==> src/rtl/data_mem_ls.sv <==
// Single-port byte-lane data memory for the load/store stage; response 1+OUT_REG cycles after acceptance.
// One request per cycle when ready; req_ready drops only while the post-reset clear walks the array.
module data_mem_ls #(
  parameter int DEPTH          = 64,
  parameter int OUT_REG        = 0,
  parameter int CLEAR_ON_RESET = 1
) (
  input  logic        clk,
  input  logic        rst,
  input  logic        req_valid,
  output logic        req_ready,
  input  logic        req_we,
  input  logic [2:0]  req_funct3,
  input  logic [31:0] req_addr,
  input  logic [31:0] req_wdata,
  output logic        resp_valid,
  output logic [31:0] resp_rdata,
  output logic        resp_err,
  output logic        busy
);

  localparam int AW = $clog2(DEPTH);

  typedef enum logic {ST_CLEAR, ST_RUN} state_t;

  state_t        state, state_nxt;
  logic [AW-1:0] ptr;
  logic [31:0]   ram [DEPTH];

  logic          accept;
  logic [1:0]    lane;
  logic [AW-1:0] idx;
  logic          f3_ok, misal, range_bad, req_err, wr_en;
  logic [3:0]    be;
  logic [31:0]   wdat;

  logic [31:0]   rd_word;
  logic          s1_vld, s1_err, s1_ld;
  logic [2:0]    s1_f3;
  logic [1:0]    s1_lane;
  logic [7:0]    sel_b;
  logic [15:0]   sel_h;
  logic [31:0]   ld_dat, rdata_s1;

  always_ff @(posedge clk) begin
    if (rst) state <= (CLEAR_ON_RESET != 0) ? ST_CLEAR : ST_RUN;
    else     state <= state_nxt;
  end

  always_comb begin
    state_nxt = state;
    if (state == ST_CLEAR && ptr == AW'(DEPTH-1)) state_nxt = ST_RUN;
  end

  always_comb begin
    busy      = 1'b0;
    req_ready = 1'b0;
    case (state)
      ST_CLEAR: busy      = 1'b1;
      ST_RUN:   req_ready = 1'b1;
      default: ;
    endcase
  end

  always_ff @(posedge clk) begin
    if (rst)                    ptr <= '0;
    else if (state == ST_CLEAR) ptr <= ptr + 1'b1;
  end

  assign accept = req_valid & req_ready & ~rst;
  assign lane   = req_addr[1:0];
  assign idx    = req_addr[AW+1:2];

  always_comb begin
    f3_ok = req_we ? (req_funct3 <= 3'd2)
                   : (req_funct3 inside {3'd0, 3'd1, 3'd2, 3'd4, 3'd5});
    case (req_funct3[1:0])
      2'd1:    misal = lane[0];
      2'd2:    misal = (lane != 2'd0);
      default: misal = 1'b0;
    endcase
    range_bad = |req_addr[31:AW+2];
    req_err   = ~f3_ok | misal | range_bad;
  end

  assign wr_en = accept & req_we & ~req_err;

  // Data is replicated across lanes so the byte enables alone pick the target bytes.
  always_comb begin
    case (req_funct3[1:0])
      2'd0: begin
        be   = 4'b0001 << lane;
        wdat = {4{req_wdata[7:0]}};
      end
      2'd1: begin
        be   = 4'b0011 << lane;
        wdat = {2{req_wdata[15:0]}};
      end
      default: begin
        be   = 4'b1111;
        wdat = req_wdata;
      end
    endcase
  end

  always_ff @(posedge clk) begin
    if (!rst) begin
      if (state == ST_CLEAR) begin
        ram[ptr] <= '0;
      end else if (wr_en) begin
        for (int b = 0; b < 4; b++)
          if (be[b]) ram[idx][8*b +: 8] <= wdat[8*b +: 8];
      end
    end
    if (accept) rd_word <= ram[idx];
  end

  always_ff @(posedge clk) begin
    if (rst) begin
      s1_vld  <= 1'b0;
      s1_err  <= 1'b0;
      s1_ld   <= 1'b0;
      s1_f3   <= '0;
      s1_lane <= '0;
    end else begin
      s1_vld  <= accept;
      s1_err  <= accept & req_err;
      s1_ld   <= accept & ~req_we & ~req_err;
      s1_f3   <= req_funct3;
      s1_lane <= lane;
    end
  end

  always_comb begin
    sel_b = rd_word[8*s1_lane +: 8];
    sel_h = s1_lane[1] ? rd_word[31:16] : rd_word[15:0];
    case (s1_f3)
      3'd0:    ld_dat = {{24{sel_b[7]}}, sel_b};
      3'd1:    ld_dat = {{16{sel_h[15]}}, sel_h};
      3'd2:    ld_dat = rd_word;
      3'd4:    ld_dat = {24'd0, sel_b};
      3'd5:    ld_dat = {16'd0, sel_h};
      default: ld_dat = '0;
    endcase
    rdata_s1 = s1_ld ? ld_dat : '0;
  end

  generate
    if (OUT_REG != 0) begin : g_oreg
      always_ff @(posedge clk) begin
        if (rst) begin
          resp_valid <= 1'b0;
          resp_err   <= 1'b0;
          resp_rdata <= '0;
        end else begin
          resp_valid <= s1_vld;
          resp_err   <= s1_err;
          resp_rdata <= rdata_s1;
        end
      end
    end else begin : g_direct
      assign resp_valid = s1_vld;
      assign resp_err   = s1_err;
      assign resp_rdata = rdata_s1;
    end
  endgenerate

endmodule
==> config.mk <==
export PLATFORM = sky130hd
export DESIGN_NAME = data_mem_ls
export DESIGN_NICKNAME = d
export VERILOG_FILES = /design/src/rtl/data_mem_ls.sv
export SDC_FILE = /design/constraint.sdc
export NUM_CORES = 2
export LEC_CHECK = 0
export ABC_AREA = 1
export ABC_CLOCK_PERIOD_IN_PS = 10700
export CAP_MARGIN = 40
export CELL_PAD_IN_SITES_DETAIL_PLACEMENT = 1
export CELL_PAD_IN_SITES_GLOBAL_PLACEMENT = 2
export CORE_MARGIN = 1
export CORE_UTILIZATION = 47
export CTS_BUF_LIST = sky130_fd_sc_hd__clkbuf_16
export DETAILED_ROUTE_END_ITERATION = 10
export PLACE_DENSITY = 0.81
export SYNTH_ARGS = -nofsm -noshare
export SYNTH_HDL_FRONTEND = slang
export SYNTH_SLANG_ARGS = --single-unit
==> constraint.sdc <==
create_clock -name clk -period 10.7 [get_ports clk]
set_input_delay 1.605 -clock clk [delete_from_list [all_inputs] [get_ports clk]]
set_output_delay 1.605 -clock clk [all_outputs]
set_load 0.1 [all_outputs]
# After elaboration in Yosys (flattened, before gate mapping)
# Memory sizes are Yosys's and may differ from the RTL's. A register that Yosys moved wholly into a read port is not among the register bits.
# Cells that the tools add are included.
[word_totals]
regBits = 15
ram_bits = 2048
input_bits = 71
output_inout_bits = 36
wordCells = 80
n_memories = 1
[mem_list]
columns = ["name", "words", "width", "read_ports", "rd_ports_with_merged_regs", "write_ports", "line_no", "rtl"]
rows = [
  ["ram", 64, 32, 1, 1, 1, "28", "logic [31:0] ram [DEPTH];"],
]
[op_classes]
addsub = 1
n_lt_le_gt_ge = 1
n_eq_ne = 11
n_shift = 3
mux = 34
bitwise_logic = 14
reduce_logical = 8
[ops]
columns = ["cell", "count"]
rows = [
  ["$pmux W32 S5", 1],
  ["$mux W32", 2],
  ["$pmux W32 S2", 1],
  ["$reduce_or A32 Y1", 1],
  ["$shiftx A32 B6 Y8", 1],
  ["$mux W1", 25],
  ["$reduce_or A24 Y1", 1],
  ["$mux W16", 1],
  ["$eq A3 B3 Y1 const B", 4],
  ["$pmux W4 S2", 1],
  ["$and A1 B1 Y1", 7],
  ["$add A6 B1 Y6 const B", 1],
  ["$eq A3 B1 Y1 const B", 2],
  ["$eq A3 B2 Y1 const B", 2],
  ["$eq A6 B6 Y1 const B", 1],
  ["$logic_not A3 Y1", 2],
  ["$mux W6", 1],
  ["$not A1 Y1", 5],
  ["$reduce_bool A5 Y1", 1],
  ["$mux W4", 1],
  ["$shl A1 B2 Y4 const A", 1],
  ["$shl A2 B2 Y4 const A", 1],
  ["$le A3 B2 Y1 const B", 1],
  ["$eq A2 B1 Y1 const B", 1],
  ["other kinds (6)", 7],
]

# Depth between registers and ports, before layout
[logic_depth]
ltp_word = 14
ltp_mapped = 16
ltp_nobuf = 14

# Least setup slack after synthesis
# OpenSTA, ideal clock, no wires.
[synth_path]
path_type = "input port to flip-flop"
start = "in req_funct3[1]"
end = "mem ram[0][23] (data pin)"
arrival_time_ps = 6126
t_required_ps = 10200
path_slack_ps = 4074
path_stages = 14
cell_sequence = "inv_2 > ha_1 > buf_2 > nand2_2 > nand2_1 > nand3_1 > nand2_1 > nor2_2 > nand3_4 > buf_2 > buf_2 > nor2_1 > a21oi_1 > nor2_1"
[synth_between]
elab_chain_len = 14
elab_cells_between_ends = 41
cone_classes = "order compare (1); eq/ne (6); mux (25); bitwise (5); reduce/logical (4)"
[synth_rtl]
columns = ["item", "line_no", "rtl"]
rows = [
  ["start, declared", "13", "input logic [2:0] req_funct3,"],
  ["$eq A3 B1 Y1, or another cell as far along", "76", ": (req_funct3 inside {3'd0, 3'd1, 3'd2, 3'd4, 3'd5});"],
  ["$reduce_bool A5 Y1", "76", ""],
  ["$mux W1", "75", "f3_ok = req_we ? (req_funct3 <= 3'd2)"],
  ["$not A1 Y1", "83", "req_err = ~f3_ok | misal | range_bad;"],
  ["$or A1 B1 Y1 (2 in series)", "83", ""],
  ["$not A1 Y1", "86", "assign wr_en = accept & req_we & ~req_err;"],
  ["$and A1 B1 Y1", "86", ""],
  ["$mux W1", "110", "end else if (wr_en) begin"],
  ["$mux W1", "108", "if (state == ST_CLEAR) begin"],
  ["$mux W1", "107", "if (!rst) begin"],
  ["$mux W1 (not written as such)", "112", "if (be[b]) ram[idx][8*b +: 8] <= wdat[8*b +: 8];"],
  ["$reduce_or A32 Y1 (no source line)", "--", ""],
  ["$mux W32 (no source line) *", "--", ""],
  ["end, declared", "28", ""],
]
# Every way passes the cells marked *; elsewhere a longest branch is shown, timed or not.

# Worst setup path in the final report
[layout_path]
start = "in req_funct3[1]"
end = "mem ram[54][19], enable pin"
[layout_between]
elab_chain_len = 14
elab_cells_between_ends = 41
cone_classes = "order compare (1); eq/ne (6); mux (25); bitwise (5); reduce/logical (4)"
[layout_rtl]
columns = ["item", "line_no"]
rows = [
  ["$eq A3 B1 Y1, or another cell as far along", "76"],
  ["$reduce_bool A5 Y1", "76"],
  ["$mux W1", "75"],
  ["$not A1 Y1", "83"],
  ["$or A1 B1 Y1 (2 in series)", "83"],
  ["$not A1 Y1", "86"],
  ["$and A1 B1 Y1", "86"],
  ["$mux W1", "110"],
  ["$mux W1", "108"],
  ["$mux W1", "107"],
  ["$mux W1 (not written as such)", "112"],
  ["$reduce_or A32 Y1 (no source line)", "--"],
  ["$mux W6 (no source line) or $mux W4 (tied branches)", "--"],
]
# Parallel ways exist; a longest one is shown, timed or not.

==> results by group <==
Synth
  – Most frequent cell after synthesis: edfxtp_1
  – Synth warn: 0
  – Average cell area after synthesis: 12.2 um^2
  – Netlist cell types: 34
  – Seq/Total Area, Yosys: approximately 74%
  – Most used DFF post-synth: edfxtp_1
  – Async S/R FF share, synth: 0%
  – Synth area leaders: edfxtp_1 (74%), nor2_1 (6.2%), o21ai_0 (6.2%)
  – Synth top area share: between 70% and 80%
  – EDFF count, synth: ~2,100
  – Syn_nets: around 7,000
  – Area of the mapped netlist: between 0.08 and 0.09 mm^2
  – Syn Inst Count: just under 7,000
  – Yosys top cell by area: edfxtp_1
  – Commonest cells in the netlist: edfxtp_1 (2,080), nor2_1 (1,395), o21ai_0 (1,041), nand2_1 (873), o22ai_1 (513)
  – Synth Register Bits: about 2,100

Detailed routing
  – DRT antenna net count: 0
  – DR vias/cell: 6.10
  – Initial drt markers: around 7,700
  – Detailed Route WL: approximately 300 mm
  – Routed length per instance: between 30 and 40 um
  – Drt pass-1 iters: 6
  – Residual DRC: 0
  – Total number of vias: slightly below 60,000

STA
  – Final setup violation count: 0
  – Fin Clk Skew: between 0.02 and 0.03 ns
  – Final-report hold violation count: 0
  – Worst setup margin: roughly 4.3 ns
  – Fin crit share: 59.6%
  – Fmax: 0.157 GHz
  – Slew Limit Headroom: ~23%
  – Setup_tns: 0 ns
  – Final Critical Period: 6.38 ns
  – Unrepaired setup endpoints after global routing: false
  – Final slew viol count: 0
  – Worst-Margin Slew: ~1.2 ns

Clocking
  – Root buffer cell: clkbuf_16
  – H-tree depth: 4
  – Quantity of gates resized following cts: 0
  – CTS tree: built
  – Longest Clk Path Bufs: 3
  – Clk Latency, worst-skew pair: between 0.8 and 0.9 ns
  – Worst-path clk slew: 0.06 ns
  – Postcts setup bufs: 0
  – Cts hold-fix bufs: 0
  – CTS Buf Count: slightly above 200
  – Clock sinks: 2,095

Cells and area
  – Layout cells sized above 1: under 10%
  – Finished Layout Cells: 9,528
  – FF+latch area: between 0.06 and 0.07 mm^2
  – Design Area, Final: a little under 0.1 mm^2
  – FILL cells: between 15,000 and 20,000
  – Multi-input logic area: about 0.020 mm^2
  – Nets: 7,060
  – Area Growth Syn to Fin: 14.6%

Worst setup path
  – Worst Setup Start Kind: primary input
  – Crit end category: register
  – CP arrival: ~7 ns
  – Worst-path fanout max: 34
  – WP data required: between 10 and 15 ns
  – Crit path kind: in2reg

Floorplan
  – Row count: around 160
  – Die span in y: ~430 um
  – I/O pin count: roughly 110
  – Die Footprint: between 0.15 and 0.2 mm^2
  – Starting density of the core: a little under half
  – Area of the core: between 0.15 and 0.2 mm^2
  – Die width: approximately 430 um

Outcome
  – Outcome: finished, final reports clean

Global route
  – Initial antenna violation count: 23
  – Grt ovf: 0
  – Tot GR Track Use: around a third
  – Vias in the first global route: slightly below 60,000
  – Wire length of the first global-routing pass: around 420 mm
  – Largest net degree at the start of global routing: 231

Placed design
  – Placed cell count: about 9,100
  – Pre-CTS setup slack: between 3 and 4 ns
  – DP HPWL: 189 mm
  – Port Buffers: 106
  – RD Place Congestion: slightly above 0.9
  – Dpl cell area: between 0.09 and 0.1 mm^2

Pwr
  – Total power draw: approximately 0.017 W
  – Power per Cell Area: ~180 mW/mm^2
  – Peak ir drop on the vdd network: ~170 uV
  – Cell leakage power: 28.5 nW

Worst hold path
  – Hold Path Class: reg2reg

Job
  – Max cap viols: 0
[flip-flops by register name (all words and copies together), names as in the netlist]
name	cells
ram	2048
rd_word	32
ptr	6
s1_f3	3
s1_lane	2
resp_err	1
resp_valid	1
s1_ld	1
state	1
[power by group]
group	switching [W]	leakage (nW)	total [W]	internal (W)
clock	0.00319	3.46	0.00730	0.00412
sequential	0.0000113	14.9	0.00893	0.00892
combinational	0.000672	10.1	0.000892	0.000220
total	0.00387	28.5	0.0171	0.0133
[worst paths after layout]
| kind | startpoint | endpoint | slack (ns) | cells past startpoint |
|---|---|---|---|---|
| worst max-delay path | req_funct3[1] | ram[54][19] | 4.32 | 13 |
| worst min-delay path | ptr[5] | state | 0.55 | 2 |
| worst max register to register | state | ram[54][19] | 6.19 | 10 |
| worst min register to register | ptr[5] | state | 0.55 | 2 |
[per-stage QoR]
stage,utilization [%],hold slack [ns]
after floorplan,-,0.494
after global placement,49.0,0.542
after detailed placement,50.4,0.544
after CTS,54.2,0.552
after global routing,54.2,0.591
final,54.3,0.554
[metal layers]
layer  vias up  track usage (%)  wire [um]  share of wire [%]
met2      2556             48.9     133000                 45
li1      25400                -          -                  -
met4         8             17.5      17600                6.0
met5         -                0         48              0.016
met3       571             6.68      22800                7.8
met1     29700             42.9     120000                 41
[cell usage in the layout (no fill, tap or decap), types with 37 or more instances in the layout]
master / instances
buf_16: 54
buf_4: 73
buf_8: 59
clkbuf_16: 210
clkdlybuf4s50_1: 100
edfxtp_1: 2080
inv_1: 96
nand2_1: 873
nand3_1: 371
nor2_1: 1366
nor2_4: 37
o21ai_0: 1041
o22ai_1: 513
[critical path, stage by stage]
cell	delay [ns]
clkdlybuf4s50_1	0.46
inv_2	0.23
ha_1	0.44
nor2_1	0.29
o21ai_0	0.23
nand2_1	0.08
nor2_2	0.51
nand3_4	0.70
nand2_1	0.22
o21ai_1	0.19
nor2_2	0.35
nand2_1	0.64
nor2_1	0.87
[kinds of logic (layout without fill, tap and decap cells)]
| kind of cell | Yosys count | count (layout) | share of synthesized area [%] |
|---|---|---|---|
| adders and majority gates | 4 | 4 | 0.0592 |
| other | 0 | 16 | 0 |
| AOI/OAI and AO/OA | 1618 | 1618 | 10.4 |
| DFF | 2095 | 2095 | 74.2 |
| and+or+nand+nor | 2680 | 2680 | 12.6 |
| buffers and inverters | 553 | 760 | 2.62 |
[final cells by class]
| type | instances | area share, % |
|---|---|---|
| repair buffers | 317 | 4.50 |
| inverters | 62 | 0.270 |
| flip-flops and latches | 2095 | 64.8 |
| clock buffers | 210 | 5.42 |
| diodes | 16 | 0.0413 |
| well taps | 2355 | 3.04 |
| clock inverters | 171 | 1.53 |
| multi-input cells | 4302 | 20.4 |
Power figures use the tool's default switching activity.
